===== config.mk =====
export PLATFORM = sky130hd
export DESIGN_NAME = alu_decode_stage_flat
export DESIGN_NICKNAME = d
export VERILOG_FILES = /design/src/rtl/alu_decode_stage_pkg.sv /design/src/rtl/alu_decode_stage_if.sv /design/src/rtl/alu_decode_comb.sv /design/src/rtl/alu_decode_stage.sv /design/src/flat_wrapper.sv
export SDC_FILE = /design/constraint.sdc
export NUM_CORES = 1
export LEC_CHECK = 0
export CORE_AREA = 4 4 57 59
export CTS_CLUSTER_SIZE = 12
export DETAILED_ROUTE_END_ITERATION = 8
export DIE_AREA = 0 0 61 63
export GPL_TIMING_DRIVEN = 0
export HOLD_SLACK_MARGIN = 0.15
export MAX_ROUTING_LAYER = met4
export PLACE_DENSITY = 0.76
export SETUP_SLACK_MARGIN = 0.15
export SLEW_MARGIN = 20
export SYNTH_ARGS = -nofsm -noshare
export SYNTH_HDL_FRONTEND = slang
export SYNTH_SLANG_ARGS = --single-unit

===== constraint.sdc =====
create_clock -name i_clk -period 2.24 [get_ports i_clk]
set_clock_uncertainty 0.15 [all_clocks]
set_input_delay 0.448 -clock i_clk [delete_from_list [all_inputs] [get_ports i_clk]]
set_output_delay 0.448 -clock i_clk [all_outputs]
set_load 0.05 [all_outputs]

===== src/rtl/alu_decode_stage_pkg.sv =====
// Shared ALU control encodings, operand-source selects and MIPS opcode/funct constants.
// Imported by the ALU and by the ID/EX decode stage.
package alu_decode_stage_pkg;

  localparam int INSTR_W = 32;

  typedef enum logic [1:0] {
    SEL_SHIFT = 2'd0,
    SEL_SLT   = 2'd1,
    SEL_ARITH = 2'd2,
    SEL_LOGIC = 2'd3
  } alu_sel_e;

  typedef enum logic [1:0] {
    SH_SLL = 2'd0,
    SH_SRL = 2'd1,
    SH_SRA = 2'd2,
    SH_ROR = 2'd3
  } alu_shift_e;

  typedef enum logic {
    AR_ADD = 1'b0,
    AR_SUB = 1'b1
  } alu_arith_e;

  typedef enum logic [1:0] {
    LG_AND = 2'd0,
    LG_OR  = 2'd1,
    LG_NOR = 2'd2,
    LG_XOR = 2'd3
  } alu_logic_e;

  typedef enum logic [1:0] {
    OP1_RS  = 2'd0,
    OP1_SA  = 2'd1,
    OP1_C16 = 2'd2
  } op1_src_e;

  typedef enum logic [1:0] {
    OP2_RT   = 2'd0,
    OP2_SIMM = 2'd1,
    OP2_ZIMM = 2'd2
  } op2_src_e;

  localparam logic [5:0] OPC_RTYPE = 6'h00;
  localparam logic [5:0] OPC_BEQ   = 6'h04;
  localparam logic [5:0] OPC_BNE   = 6'h05;
  localparam logic [5:0] OPC_ADDI  = 6'h08;
  localparam logic [5:0] OPC_ADDIU = 6'h09;
  localparam logic [5:0] OPC_SLTI  = 6'h0A;
  localparam logic [5:0] OPC_SLTIU = 6'h0B;
  localparam logic [5:0] OPC_ANDI  = 6'h0C;
  localparam logic [5:0] OPC_ORI   = 6'h0D;
  localparam logic [5:0] OPC_XORI  = 6'h0E;
  localparam logic [5:0] OPC_LUI   = 6'h0F;
  localparam logic [5:0] OPC_LW    = 6'h23;
  localparam logic [5:0] OPC_SW    = 6'h2B;

  localparam logic [5:0] FN_SLL  = 6'h00;
  localparam logic [5:0] FN_SRL  = 6'h02;
  localparam logic [5:0] FN_SRA  = 6'h03;
  localparam logic [5:0] FN_SLLV = 6'h04;
  localparam logic [5:0] FN_SRLV = 6'h06;
  localparam logic [5:0] FN_SRAV = 6'h07;
  localparam logic [5:0] FN_ADD  = 6'h20;
  localparam logic [5:0] FN_ADDU = 6'h21;
  localparam logic [5:0] FN_SUB  = 6'h22;
  localparam logic [5:0] FN_SUBU = 6'h23;
  localparam logic [5:0] FN_AND  = 6'h24;
  localparam logic [5:0] FN_OR   = 6'h25;
  localparam logic [5:0] FN_XOR  = 6'h26;
  localparam logic [5:0] FN_NOR  = 6'h27;
  localparam logic [5:0] FN_SLT  = 6'h2A;
  localparam logic [5:0] FN_SLTU = 6'h2B;

  typedef struct packed {
    alu_shift_e shift_op;
    alu_arith_e arith_op;
    alu_logic_e logic_op;
    alu_sel_e   select;
    logic       sign;
    op1_src_e   op1_src;
    op2_src_e   op2_src;
    logic       ovf_en;
    logic       illegal;
  } alu_ctrl_t;

  // Base bundle for any recognised instruction: everything 0 except signed compare.
  function automatic alu_ctrl_t ctrl_base();
    alu_ctrl_t c;
    c          = '0;
    c.sign     = 1'b1;
    return c;
  endfunction

endpackage


===== src/rtl/alu_decode_stage_if.sv =====
// Instruction-in / ALU-control-out bundle between the ID stage and the decode register.
import alu_decode_stage_pkg::*;

interface alu_decode_stage_if;
  logic               i_valid;
  logic [INSTR_W-1:0] i_instr;
  logic               i_stall;
  logic               i_flush;
  logic               o_valid;
  logic [1:0]         o_shift_op;
  logic               o_arith_op;
  logic [1:0]         o_logic_op;
  logic [1:0]         o_select;
  logic               o_sign;
  logic [1:0]         o_op1_src;
  logic [1:0]         o_op2_src;
  logic               o_ovf_en;
  logic               o_illegal;

  modport master (
    output i_valid, i_instr, i_stall, i_flush,
    input  o_valid, o_shift_op, o_arith_op, o_logic_op, o_select,
           o_sign, o_op1_src, o_op2_src, o_ovf_en, o_illegal
  );

  modport slave (
    input  i_valid, i_instr, i_stall, i_flush,
    output o_valid, o_shift_op, o_arith_op, o_logic_op, o_select,
           o_sign, o_op1_src, o_op2_src, o_ovf_en, o_illegal
  );
endinterface


===== src/rtl/alu_decode_comb.sv =====
// Purely combinational MIPS instruction -> ALU control bundle decode.
import alu_decode_stage_pkg::*;

module alu_decode_comb #(
  parameter int WIDTH = 32
) (
  input  logic [WIDTH-1:0] instr_i,
  output alu_ctrl_t        ctrl_o
);

  logic [5:0] opcode_s;
  logic [5:0] funct_s;
  logic       unused_bits_s;

  assign opcode_s      = instr_i[31:26];
  assign funct_s       = instr_i[5:0];
  assign unused_bits_s = ^{instr_i[25:22], instr_i[20:7]};

  // Decode opcode/funct; unknown encodings fall back to a harmless ADD bundle.
  always_comb begin
    ctrl_o = ctrl_base();
    if (opcode_s == OPC_RTYPE) begin
      case (funct_s)
        FN_SLL:  ctrl_o.op1_src = OP1_SA;
        FN_SLLV: ctrl_o.shift_op = SH_SLL;
        FN_SRL: begin
          ctrl_o.shift_op = instr_i[21] ? SH_ROR : SH_SRL;
          ctrl_o.op1_src  = OP1_SA;
        end
        FN_SRLV: ctrl_o.shift_op = instr_i[6] ? SH_ROR : SH_SRL;
        FN_SRA: begin
          ctrl_o.shift_op = SH_SRA;
          ctrl_o.op1_src  = OP1_SA;
        end
        FN_SRAV: ctrl_o.shift_op = SH_SRA;
        FN_ADD, FN_ADDU: begin
          ctrl_o.select = SEL_ARITH;
          ctrl_o.ovf_en = (funct_s == FN_ADD);
        end
        FN_SUB, FN_SUBU: begin
          ctrl_o.select   = SEL_ARITH;
          ctrl_o.arith_op = AR_SUB;
          ctrl_o.ovf_en   = (funct_s == FN_SUB);
        end
        FN_AND: ctrl_o.select = SEL_LOGIC;
        FN_OR: begin
          ctrl_o.select   = SEL_LOGIC;
          ctrl_o.logic_op = LG_OR;
        end
        FN_XOR: begin
          ctrl_o.select   = SEL_LOGIC;
          ctrl_o.logic_op = LG_XOR;
        end
        FN_NOR: begin
          ctrl_o.select   = SEL_LOGIC;
          ctrl_o.logic_op = LG_NOR;
        end
        FN_SLT, FN_SLTU: begin
          ctrl_o.select   = SEL_SLT;
          ctrl_o.arith_op = AR_SUB;
          ctrl_o.sign     = (funct_s == FN_SLT);
        end
        default: begin
          ctrl_o.select  = SEL_ARITH;
          ctrl_o.illegal = 1'b1;
        end
      endcase
    end else begin
      case (opcode_s)
        OPC_ADDI, OPC_ADDIU: begin
          ctrl_o.select  = SEL_ARITH;
          ctrl_o.op2_src = OP2_SIMM;
          ctrl_o.ovf_en  = (opcode_s == OPC_ADDI);
        end
        OPC_SLTI, OPC_SLTIU: begin
          ctrl_o.select   = SEL_SLT;
          ctrl_o.arith_op = AR_SUB;
          ctrl_o.op2_src  = OP2_SIMM;
          ctrl_o.sign     = (opcode_s == OPC_SLTI);
        end
        OPC_ANDI: begin
          ctrl_o.select  = SEL_LOGIC;
          ctrl_o.op2_src = OP2_ZIMM;
        end
        OPC_ORI: begin
          ctrl_o.select   = SEL_LOGIC;
          ctrl_o.logic_op = LG_OR;
          ctrl_o.op2_src  = OP2_ZIMM;
        end
        OPC_XORI: begin
          ctrl_o.select   = SEL_LOGIC;
          ctrl_o.logic_op = LG_XOR;
          ctrl_o.op2_src  = OP2_ZIMM;
        end
        // LUI is imm16 << 16, so operand 1 is the constant shift amount.
        OPC_LUI: begin
          ctrl_o.op1_src = OP1_C16;
          ctrl_o.op2_src = OP2_ZIMM;
        end
        OPC_LW, OPC_SW: begin
          ctrl_o.select  = SEL_ARITH;
          ctrl_o.op2_src = OP2_SIMM;
        end
        OPC_BEQ, OPC_BNE: begin
          ctrl_o.select   = SEL_ARITH;
          ctrl_o.arith_op = AR_SUB;
        end
        default: begin
          ctrl_o.select  = SEL_ARITH;
          ctrl_o.illegal = 1'b1;
        end
      endcase
    end
  end

endmodule


===== src/rtl/alu_decode_stage.sv =====
// ID/EX ALU-control register: decodes the instruction and holds it with stall/flush control.
import alu_decode_stage_pkg::*;

module alu_decode_stage #(
  parameter int WIDTH = 32
) (
  input  logic               i_clk,
  input  logic               i_rst,
  alu_decode_stage_if.slave  bus
);

  alu_ctrl_t dec_s;
  alu_ctrl_t ctrl_d;
  alu_ctrl_t ctrl_q;
  logic      valid_d;
  logic      valid_q;

  alu_decode_comb #(.WIDTH(WIDTH)) u_decode (
    .instr_i (bus.i_instr),
    .ctrl_o  (dec_s)
  );

  // Next-state: flush beats stall, stall beats load.
  always_comb begin
    ctrl_d  = ctrl_q;
    valid_d = valid_q;
    if (bus.i_flush) begin
      ctrl_d  = '0;
      valid_d = 1'b0;
    end else if (bus.i_stall) begin
      ctrl_d  = ctrl_q;
      valid_d = valid_q;
    end else begin
      ctrl_d  = dec_s;
      valid_d = bus.i_valid;
    end
  end

  // Pipeline register with asynchronous clear.
  always_ff @(posedge i_clk or posedge i_rst) begin
    if (i_rst) begin
      ctrl_q  <= '0;
      valid_q <= 1'b0;
    end else begin
      ctrl_q  <= ctrl_d;
      valid_q <= valid_d;
    end
  end

  assign bus.o_valid    = valid_q;
  assign bus.o_shift_op = ctrl_q.shift_op;
  assign bus.o_arith_op = ctrl_q.arith_op;
  assign bus.o_logic_op = ctrl_q.logic_op;
  assign bus.o_select   = ctrl_q.select;
  assign bus.o_sign     = ctrl_q.sign;
  assign bus.o_op1_src  = ctrl_q.op1_src;
  assign bus.o_op2_src  = ctrl_q.op2_src;
  assign bus.o_ovf_en   = ctrl_q.ovf_en;
  assign bus.o_illegal  = ctrl_q.illegal;

endmodule


===== src/flat_wrapper.sv =====
// flat-port wrapper written by rule: the top's interface ports become plain ports
module alu_decode_stage_flat 
#(
  parameter int WIDTH = 32
)
  (i_clk, i_rst, bus_i_valid, bus_i_instr, bus_i_stall, bus_i_flush, bus_o_valid, bus_o_shift_op, bus_o_arith_op, bus_o_logic_op, bus_o_select, bus_o_sign, bus_o_op1_src, bus_o_op2_src, bus_o_ovf_en, bus_o_illegal);
  alu_decode_stage_if bus_i ();
  input  logic i_clk;
  input  logic i_rst;
  input wire logic [$bits(bus_i.i_valid)-1:0] bus_i_valid;
  input wire logic [$bits(bus_i.i_instr)-1:0] bus_i_instr;
  input wire logic [$bits(bus_i.i_stall)-1:0] bus_i_stall;
  input wire logic [$bits(bus_i.i_flush)-1:0] bus_i_flush;
  output wire logic [$bits(bus_i.o_valid)-1:0] bus_o_valid;
  output wire logic [$bits(bus_i.o_shift_op)-1:0] bus_o_shift_op;
  output wire logic [$bits(bus_i.o_arith_op)-1:0] bus_o_arith_op;
  output wire logic [$bits(bus_i.o_logic_op)-1:0] bus_o_logic_op;
  output wire logic [$bits(bus_i.o_select)-1:0] bus_o_select;
  output wire logic [$bits(bus_i.o_sign)-1:0] bus_o_sign;
  output wire logic [$bits(bus_i.o_op1_src)-1:0] bus_o_op1_src;
  output wire logic [$bits(bus_i.o_op2_src)-1:0] bus_o_op2_src;
  output wire logic [$bits(bus_i.o_ovf_en)-1:0] bus_o_ovf_en;
  output wire logic [$bits(bus_i.o_illegal)-1:0] bus_o_illegal;
  assign bus_i.i_valid = bus_i_valid;
  assign bus_i.i_instr = bus_i_instr;
  assign bus_i.i_stall = bus_i_stall;
  assign bus_i.i_flush = bus_i_flush;
  assign bus_o_valid = bus_i.o_valid;
  assign bus_o_shift_op = bus_i.o_shift_op;
  assign bus_o_arith_op = bus_i.o_arith_op;
  assign bus_o_logic_op = bus_i.o_logic_op;
  assign bus_o_select = bus_i.o_select;
  assign bus_o_sign = bus_i.o_sign;
  assign bus_o_op1_src = bus_i.o_op1_src;
  assign bus_o_op2_src = bus_i.o_op2_src;
  assign bus_o_ovf_en = bus_i.o_ovf_en;
  assign bus_o_illegal = bus_i.o_illegal;
  alu_decode_stage #(.WIDTH(WIDTH)) u_core (.i_clk(i_clk), .i_rst(i_rst), .bus(bus_i));
endmodule

==> metrics.md <==
| Metric | Value |
|---|---|
| Post-CTS Setup Bufs | `0` |
| Final worst slack | `193.2 ps` |
| Starting Density | `38.41%` |
| Drt total wl | `2.752 mm` |
| Detail Route Antenna Nets | `0` |
| DRC | `0` |
| CP max FO | `2` |
| Worst-skew pair later-pin latency | `280 ps` |
| Hold WC Path Type | `flop to flop` |
| Level count of the clock H-tree | `1` |
| Routed len/inst | `14.80 µm` |
| CTS tree | `built` |
| Layout cell share with drive strength beyond 1 | `10.97%` |
| Fin. Hold Viols | `0` |
| Fmax | `0.4886 GHz` |
| Status | `finished, final reports clean` |
| Synthesis-to-layout area growth | `35.94%` |
| Setup TNS | `0 ps` |
| Clk slew on worst S/H paths | `90 ps` |
| Initial DRC Count | `43` |
| Peak supply drop | `0.3603 mV` |
| Vias per cell | `5.694` |
| RSZ-0062 raised after global routing | `no` |
| Crit start category | `flop` |
| Die area | `3843 µm²` |
| Clock Tree Buf Depth | `2` |
| Synth warn | `0` |
| # setup viols final | `0` |
| Tcrit/Tclk final | `91.38%` |
| FF-to-FF Start | `u_core.bus.o_select[1]` |
| Initial antenna violation count | `0` |
| Vias in the first global route | `1,038` |
| Die height | `63 µm` |
| WP buf/inv | `1` |
| Post-layout nets | `193` |
| Mean Syn Cell Area | `8.463 µm²` |
| Flops & latches, synth | `15` |
| Critical Path AT | `1450 ps` |
| CP startpoint | `u_core.bus.o_op2_src[1]` |
| Die width | `61 µm` |
| Root buffer cell | `clkbuf_4` |
| Pwr Total | `613.0 µW` |
| Rel. slew slack | `60.70%` |
| Via count | `1,059` |
| Multi-input gate area | `604.3 µm²` |
| Total CTS buffers | `3` |
| Register area | `375.4 µm²` |
| RD Place Congestion | `1.018` |
| Place WS | `-222.6 ps` |
| Top FF cell, synth | `dfrtp_1` |
| Buffers added on ports | `28` |
| FP Rows | `19` |
| Post-synthesis sequential area ratio | `36.06%` |
| Final min period | `2047 ps` |
| Mapped Area | `1041 µm²` |
| Total core area | `2710 µm²` |
| First-pass GRT wire length | `4.809 mm` |
| Overall routing resource usage | `16.26%` |
| Critical Path RT | `1640 ps` |
| Min-delay src | `u_core.bus.o_select[0]` |
| FFs w/ async S/R, synth | `100.0%` |
| Fin. max-slew vios | `0` |
| Worst Path Class, Setup | `flop to output port` |
| Crit-path cells | `clkdlybuf4s50_1` |
| Max-cap violation count | `0` |
| CP Capture Type | `output port` |
| Fill cells | `266` |
| Critical path's top delay family | `buffers and inverters` |
| Congestion Overflow GR | `0` |
| Critical Path Max Stage Delay | `800 ps` |
| Worst slew pin tran | `588.8 ps` |
| Fin util | `52.22%` |
| Power Dens Cells | `433.2 nW/µm²` |
| IO Count | `52` |
| Commonest cells after routing, fill and taps aside | `18 x clkdlybuf4s50_1, 15 x dfrtp_1, 13 x a21oi_1` |
| Hold Buf Count CTS | `0` |
| Yosys cell types | `45` |
| Post-Syn Nets | `160` |
| EDFF count, synth | `0` |
| TritonCTS Sinks | `15` |
| Largest net degree at the start of global routing | `16` |
| Hold WS | `353.9 ps` |
| Commonest non-fill, non-tap cell in the layout | `clkdlybuf4s50_1` |
| Post-DP HPWL | `2.133 mm` |
| # diodes | `0` |
| CP max-delay cell | `clkdlybuf4s50_1` |
| Drt first pass iters | `4` |
| Static Leak | `0.6790 nW` |
| Cells after synthesis | `123` |
## what timing repair did
action / 4_1_cts / 5_1_grt
pin swaps: 1 / 0
gates resized for setup: 2 / 13
endpoints found under the setup margin: 2 / 15
## final cells by class
cell class              count  area share (%)
clock buffers               4           1.857
plain buffers              10           3.537
well taps                  31           2.741
inverters                   6           1.592
flip-flops and latches     15           26.53
multi-input cells          92           42.71
repair buffers             28           21.04
## worst paths after layout
path	depth (start not counted)	endpoint	slack (ps)
worst max-delay path	1	bus_o_op2_src[1]	190
worst min-delay path	2	u_core.bus.o_select[0]	350
worst max register to register	3	u_core.bus.o_select[1]	1150
worst min register to register	2	u_core.bus.o_select[0]	350
max in group asynchronous	2	u_core.bus.o_illegal	1170
min in group asynchronous	2	u_core.bus.o_ovf_en	380
## per-layer routing
layer	GRT usage (%)	part of all wire, %
met1	23.99	47
met2	22.73	45
met3	1.653	6.9
met4	5.691	1.2
met5	-	0
## through the flow
stage | instances | area [µm²]
6_report | 186 | 1415
5_1_grt | 186 | 1415
4_1_cts | 186 | 1384
3_5_place_dp | 182 | 1360
3_3_place_gp | 182 | 1360
2_1_floorplan | 123 | 1041
## power breakdown
| group | internal, mW | total, mW | switching, mW | leakage, nW |
|---|---|---|---|---|
| clock | 0.0691 | 0.154 | 0.0847 | 0.0150 |
| combinational | 0.0678 | 0.174 | 0.106 | 0.461 |
| sequential | 0.279 | 0.285 | 0.00547 | 0.203 |
## synthesized netlist by cell type, types with 2 or more instances
master | n | area, µm²
a31oi_1 | 3 | 18.77
nor4bb_1 | 2 | 20.02
clkbuf_1 | 6 | 22.52
o21ai_0 | 5 | 25.02
buf_2 | 2 | 10.01
nor2_1 | 11 | 41.29
dfrtp_1 | 15 | 375.4
nand2_1 | 9 | 33.78
nor4_1 | 3 | 18.77
a22o_1 | 2 | 17.52
mux2i_1 | 3 | 30.03
a21oi_1 | 13 | 65.06
nand2b_1 | 3 | 18.77
nor2b_1 | 4 | 25.02
inv_1 | 6 | 22.52
or2_2 | 2 | 12.51
nor3_1 | 6 | 30.03
## sequential cells by signal, summed over array words and instances, names as in the netlist, 2 cells and up
register and cells:
u_core.bus.o_shift_op 2, u_core.bus.o_select 2, u_core.bus.o_op1_src 2, u_core.bus.o_logic_op 2, u_core.bus.o_op2_src 2
## cells by family after synthesis
kind of cell | synth area share, %
AOI/OAI and AO/OA | 22.84
xor gates and xnor gates | 1.683
buffers and inverters | 6.730
DFF | 36.06
muxes | 2.885
and+or+nand+nor | 29.81
No activity file was read; power rests on OpenSTA's default activity.
